===== src/rtl/tl45_register_read.sv =====
// TL45 register-read stage: register file, operand forwarding, load-use
// hazard detection and the registered instruction buffer feeding the ALU.
module tl45_register_read (
    input  logic        i_clk,
    input  logic        i_reset,

    input  logic        i_pipe_stall,
    input  logic        i_pipe_flush,
    output logic        o_pipe_stall,
    output logic        o_pipe_flush,

    input  logic [4:0]  i_opcode,
    input  logic [3:0]  i_dr,
    input  logic [3:0]  i_sr1,
    input  logic [3:0]  i_sr2,
    input  logic [3:0]  i_jmp_cond,
    input  logic [31:0] i_imm,
    input  logic        i_use_imm,
    input  logic [31:0] i_target_offset,
    input  logic [31:0] i_pc,

    input  logic [3:0]  i_of1_reg,
    input  logic [31:0] i_of1_val,
    input  logic [3:0]  i_of2_reg,
    input  logic [31:0] i_of2_val,

    input  logic        i_mem_pending,
    input  logic [3:0]  i_mem_pending_reg,

    input  logic [3:0]  i_wb_reg,
    input  logic [31:0] i_wb_val,

    output logic [4:0]  o_opcode,
    output logic [3:0]  o_dr,
    output logic [3:0]  o_jmp_cond,
    output logic [31:0] o_sr1_val,
    output logic [31:0] o_sr2_val,
    output logic [31:0] o_target_offset,
    output logic [31:0] o_pc
);

    // Entry 0 exists only to keep indexing simple; it is pinned to zero.
    logic [31:0] regfile_q [16];
    logic [31:0] regfile_d [16];

    logic [4:0]  opcode_q, opcode_d;
    logic [3:0]  dr_q, dr_d;
    logic [3:0]  jmp_cond_q, jmp_cond_d;
    logic [31:0] sr1_val_q, sr1_val_d;
    logic [31:0] sr2_val_q, sr2_val_d;
    logic [31:0] target_offset_q, target_offset_d;
    logic [31:0] pc_q, pc_d;

    logic        hazard;
    logic [31:0] sr1_resolved;
    logic [31:0] sr2_resolved;

    // Youngest producer wins: ALU forward, then memory forward, then the
    // value being written back this very cycle, then the register file.
    // A forward port tagged with register 0 carries no result.
    function automatic logic [31:0] resolve_operand(
        input logic [3:0]  sel,
        input logic [31:0] rf_val,
        input logic [3:0]  of1_reg,
        input logic [31:0] of1_val,
        input logic [3:0]  of2_reg,
        input logic [31:0] of2_val,
        input logic [3:0]  wb_reg,
        input logic [31:0] wb_val
    );
        if (sel == 4'd0)
            return 32'd0;
        else if (of1_reg == sel)
            return of1_val;
        else if (of2_reg == sel)
            return of2_val;
        else if (wb_reg == sel)
            return wb_val;
        else
            return rf_val;
    endfunction

    // Writeback is unconditional on stall/flush; r0 never changes.
    always_comb begin
        for (int i = 0; i < 16; i++)
            regfile_d[i] = regfile_q[i];
        if (i_wb_reg != 4'd0)
            regfile_d[i_wb_reg] = i_wb_val;
        regfile_d[0] = 32'd0;
    end

    // Register file state.
    always_ff @(posedge i_clk) begin
        for (int i = 0; i < 16; i++) begin
            if (i_reset)
                regfile_q[i] <= 32'd0;
            else
                regfile_q[i] <= regfile_d[i];
        end
    end

    // Load-use hazard: a pending load's destination is needed now. SR2 is
    // irrelevant when the immediate replaces it, and opcode 0 is a bubble.
    always_comb begin
        hazard = i_mem_pending
              && (i_mem_pending_reg != 4'd0)
              && ((i_sr1 == i_mem_pending_reg)
                  || (!i_use_imm && (i_sr2 == i_mem_pending_reg)))
              && (i_opcode != 5'd0);
    end

    // Operand selection for both sources.
    always_comb begin
        sr1_resolved = resolve_operand(i_sr1, regfile_q[i_sr1],
                                       i_of1_reg, i_of1_val,
                                       i_of2_reg, i_of2_val,
                                       i_wb_reg, i_wb_val);
        if (i_use_imm)
            sr2_resolved = i_imm;
        else
            sr2_resolved = resolve_operand(i_sr2, regfile_q[i_sr2],
                                           i_of1_reg, i_of1_val,
                                           i_of2_reg, i_of2_val,
                                           i_wb_reg, i_wb_val);
    end

    // Next buffer contents: flush > downstream stall > hazard bubble > load.
    always_comb begin
        opcode_d        = opcode_q;
        dr_d            = dr_q;
        jmp_cond_d      = jmp_cond_q;
        sr1_val_d       = sr1_val_q;
        sr2_val_d       = sr2_val_q;
        target_offset_d = target_offset_q;
        pc_d            = pc_q;
        if (i_pipe_flush || (!i_pipe_stall && hazard)) begin
            opcode_d        = 5'd0;
            dr_d            = 4'd0;
            jmp_cond_d      = 4'd0;
            sr1_val_d       = 32'd0;
            sr2_val_d       = 32'd0;
            target_offset_d = 32'd0;
            pc_d            = 32'd0;
        end else if (!i_pipe_stall) begin
            opcode_d        = i_opcode;
            dr_d            = i_dr;
            jmp_cond_d      = i_jmp_cond;
            sr1_val_d       = sr1_resolved;
            sr2_val_d       = sr2_resolved;
            target_offset_d = i_target_offset;
            pc_d            = i_pc;
        end
    end

    // Instruction buffer toward the ALU stage.
    always_ff @(posedge i_clk) begin
        if (i_reset) begin
            opcode_q        <= 5'd0;
            dr_q            <= 4'd0;
            jmp_cond_q      <= 4'd0;
            sr1_val_q       <= 32'd0;
            sr2_val_q       <= 32'd0;
            target_offset_q <= 32'd0;
            pc_q            <= 32'd0;
        end else begin
            opcode_q        <= opcode_d;
            dr_q            <= dr_d;
            jmp_cond_q      <= jmp_cond_d;
            sr1_val_q       <= sr1_val_d;
            sr2_val_q       <= sr2_val_d;
            target_offset_q <= target_offset_d;
            pc_q            <= pc_d;
        end
    end

    assign o_pipe_stall    = i_pipe_stall || hazard;
    assign o_pipe_flush    = i_pipe_flush;
    assign o_opcode        = opcode_q;
    assign o_dr            = dr_q;
    assign o_jmp_cond      = jmp_cond_q;
    assign o_sr1_val       = sr1_val_q;
    assign o_sr2_val       = sr2_val_q;
    assign o_target_offset = target_offset_q;
    assign o_pc            = pc_q;

endmodule


===== config.mk =====
export PLATFORM = sky130hd
export DESIGN_NAME = tl45_register_read
export DESIGN_NICKNAME = d
export VERILOG_FILES = /design/src/rtl/tl45_register_read.sv
export SDC_FILE = /design/constraint.sdc
export NUM_CORES = 2
export LEC_CHECK = 0
export CORE_UTILIZATION = 40
export CTS_CLUSTER_DIAMETER = 50
export DETAILED_ROUTE_END_ITERATION = 8
export GPL_TIMING_DRIVEN = 0
export RECOVER_POWER = 100
export REMOVE_ABC_BUFFERS = 1
export SLEW_MARGIN = 30
export SYNTH_ARGS = -nofsm -noshare
export SYNTH_HDL_FRONTEND = slang
export SYNTH_SLANG_ARGS = --single-unit

===== constraint.sdc =====
create_clock -name i_clk -period 2.29 [get_ports i_clk]
set_clock_uncertainty 0.15 [all_clocks]
set_input_delay 0.458 -clock i_clk [delete_from_list [all_inputs] [get_ports i_clk]]
set_output_delay 0.458 -clock i_clk [all_outputs]
set_load 0.01 [all_outputs]

==> run metrics <==
status finished, violations left; failing checks setup timing; maximum vdd drop 0.543 mV; CTS Root Cell clkbuf_16; PwrDens 710 nW/um2; Max-slew headroom ~36%; Min-Delay Path Depth 3; CTS Buffer Depth 3; Design Power 29.3 mW; post-layout min period around 2.3 ns; PortBufs ~380; Final Worst Setup Slack -0.00206 ns; Num CTS Buffers 83; Vias between 30,000 and 40,000; setup TNS -0.00206 ns; fmax 436 MHz; hold_buf cts 0; I/O pin cnt 378; crit-path most repeated cell buf_16; Slew @ Worst Pin 0.964 ns; Max Cap Viol 0; core area between 70,000 and 80,000 um2; R2R depth 5; Net Switching between 7 and 8 mW; filler instances 6,943; vias in the first global route about 30,000; top post-synthesis cells by area dfxtp_1, nand2_1, mux2i_1; stages on the worst setup path 9; Area Growth Syn to Fin 32.2%; Distinct cells, synth 49; Final GP Congestion about 0.8; Post-DP Area 37,100 um2; iteration-0 DRC count of the detailed router roughly 3,800; internal power 21.3 mW; nets 4,276; GRT overflow 0; H-tree level count 3; Worst EP arrival about 2.7 ns; die height around 280 um; slowest stage delay, CP 0.35 ns; critical path endpoint category flip-flop; DRT Pass-1 Iters 8; Worst-path clk slew approximately 0.06 ns; wire per inst roughly 27 um; startpoint types input pin; vias per inst between 6 and 7; clock sinks 621; fin crit share 100%; Static Leak around 15 nW; Hold/Removal Path Class input pin to flip-flop; die area 79,000 um2; CP Data Required Time between 2 and 3 ns; fraction of registers with async set/reset 0%; worst-skew pair later-pin latency between 0.6 and 0.7 ns; Initial Util 40.7%; CP max FO 36; layout cells sized above 1 ~14%; global-route usage over all layers approximately a third; drc violations 0; final cell count without fillers roughly 5,100; crit-path cells buf_16 > buf_16 > buf_4 > xnor2_4 > and4_4 > buf_12 > nor3_1 > o31a_1 > o31ai_2; maximum number of pins on one net before global-route repair around 110; placed cells 4,920; Yosys warning total 0; Syn Area/Cell 8.31 um2; final hold violation count 0; sequential fraction of the synthesis area 39.9%; sw frac between 20% and 30%; clock share of power between 40% and 50%; final WL ~140,000 um; hpwl dp roughly 87,000 um; CP max stage cell o31a_1; # rows roughly 100; post-synth top area share 39.9%; antenna violations before repair 4; CTS tree yes; worst path buffer plus inverter count 4; register bit total from synthesis 621; Gate power share about 14%; Largest delay share family, worst path buffers and inverters; Synth Cell Area approximately 31,000 um2; Die X about 280 um; first-pass GRT wire length around 200,000 um; cell count after synthesis roughly 3,800; Final Max Slew Viols 0; cell taking the most area after synthesis dfxtp_1; Post-synth EDFFs 0; final setup vio count 1; Detail Route Antenna Nets 0; Setup WS pre-CTS -1.92 ns; Sequential Power Share about two fifths; ys flop type dfxtp_1; post-route cell area 41,200 um2; critical setup path kind input pin to flip-flop
[routing by layer]
metal / global-route usage, % / vias to the layer above / share of wire (%)
li1: - / 13900 / -
met1: 44.2 / 15300 / 39
met2: 52.5 / 2088 / 44
met3: 7.16 / 422 / 12
met4: 17.2 / 4 / 5.3
met5: 0 / - / 0.017
[worst paths after layout]
check                        start                  end  slack [ns]
hold reg to reg   regfile_q[6][15]     regfile_q[6][15]        0.32
setup reg to reg   regfile_q[5][2]         o_sr2_val[2]        0.34
setup / recovery          i_sr2[0]        o_sr2_val[28]      -0.002
hold / removal        i_pipe_stall  o_target_offset[31]        0.12
[worst reg2reg max path: cells and delay by family (launching register included)]
kind | cells | cell delay (ns)
flops | 1 | 0.33
simple gates | 1 | 0.32
mux | 1 | 0.21
compound gates | 3 | 0.80
[cell usage after synthesis, types with 33 or more instances]
cell type / instances
mux2i_1: 301
a211o_1: 33
o22ai_1: 35
nor2_1: 177
o22a_1: 62
o211ai_1: 33
mux4_2: 96
clkbuf_1: 299
a31oi_1: 63
buf_2: 79
nand2_1: 1067
nor3_1: 41
a21oi_1: 481
a22oi_1: 33
dfxtp_1: 621
[metrics by stage]
| stage | utilization [%] | hold slack [ns] |
|---|---|---|
| floorplan | - | 0.289 |
| global placement | 45.2 | 0.303 |
| detailed placement | 48.6 | 0.308 |
| CTS | 53.8 | 0.162 |
| global route | 53.9 | 0.152 |
| finish | 53.9 | 0.125 |
[power by group through the flow]
| stage | logic, mW | registers (mW) | clock network [mW] |
|---|---|---|---|
| 3_3_place_gp | 3.54 | 11.5 | 0 |
| 3_5_place_dp | 3.56 | 11.5 | 0 |
| 4_1_cts | 3.88 | 11.3 | 14.1 |
| 2_1_floorplan | 1.23 | 11.5 | 0 |
| 6_report | 4.03 | 11.3 | 14.0 |
| 5_1_grt | 4.16 | 11.3 | 14.5 |
[registers in the layout (all words and copies together) (netlist names)]
| signal | count |
|---|---|
| o_dr | 4 |
| o_jmp_cond | 4 |
| o_opcode | 5 |
| o_pc | 32 |
| o_sr1_val | 32 |
| o_sr2_val | 32 |
| o_target_offset | 32 |
| regfile_q | 480 |
[repair_timing]
item | 4_1_cts | 5_1_grt
pin swaps | 15 | 8
buffers inserted | 45 | 8
endpoints found under the setup margin | 621 | 166
gates resized for setup | 98 | 44
cloned | 11 | 4
[layout by cell type (no fill, tap or decap), drive strengths merged, types with 32 or more instances in the layout]
master,synthesis,final
nand2,1067,1067
dfxtp,621,621
a21oi,481,481
clkdlybuf4s50,0,350
mux2i,301,301
buf,94,209
nor2,187,187
clkbuf,299,121
mux4,96,96
a31oi,63,63
o22a,62,62
nor3,41,41
o22ai,35,35
a22oi,33,33
o211ai,33,33
a211o,33,33
o31a,32,32
mux2,32,32
o31ai,32,32
a2111oi,32,32
[logic make-up (layout without fill, tap and decap cells)]
logic type	count (synthesis)	count (layout)	share of synthesized area, %
AOI/OAI and AO/OA	937	937	19.5
and+or+nand+nor	1336	1339	16.7
muxes	429	429	17.8
DFF	621	621	39.9
xor gates and xnor gates	32	32	0.900
other	0	3	0
buffers and inverters	395	752	5.21
[area by class of cell]
type                    instances  area, um2  share of cell area (%)
multi-input cells            2737      17700                    43.0
inverters                       2       7.51                  0.0182
clock inverters                50        611                    1.48
clock buffers                 104       2350                    5.70
well taps                    1030       1290                    3.13
diodes                          3       7.51                  0.0182
flip-flops and latches        621      12400                    30.2
repair buffers                596       6770                    16.4
Power figures use the tool's default switching activity.
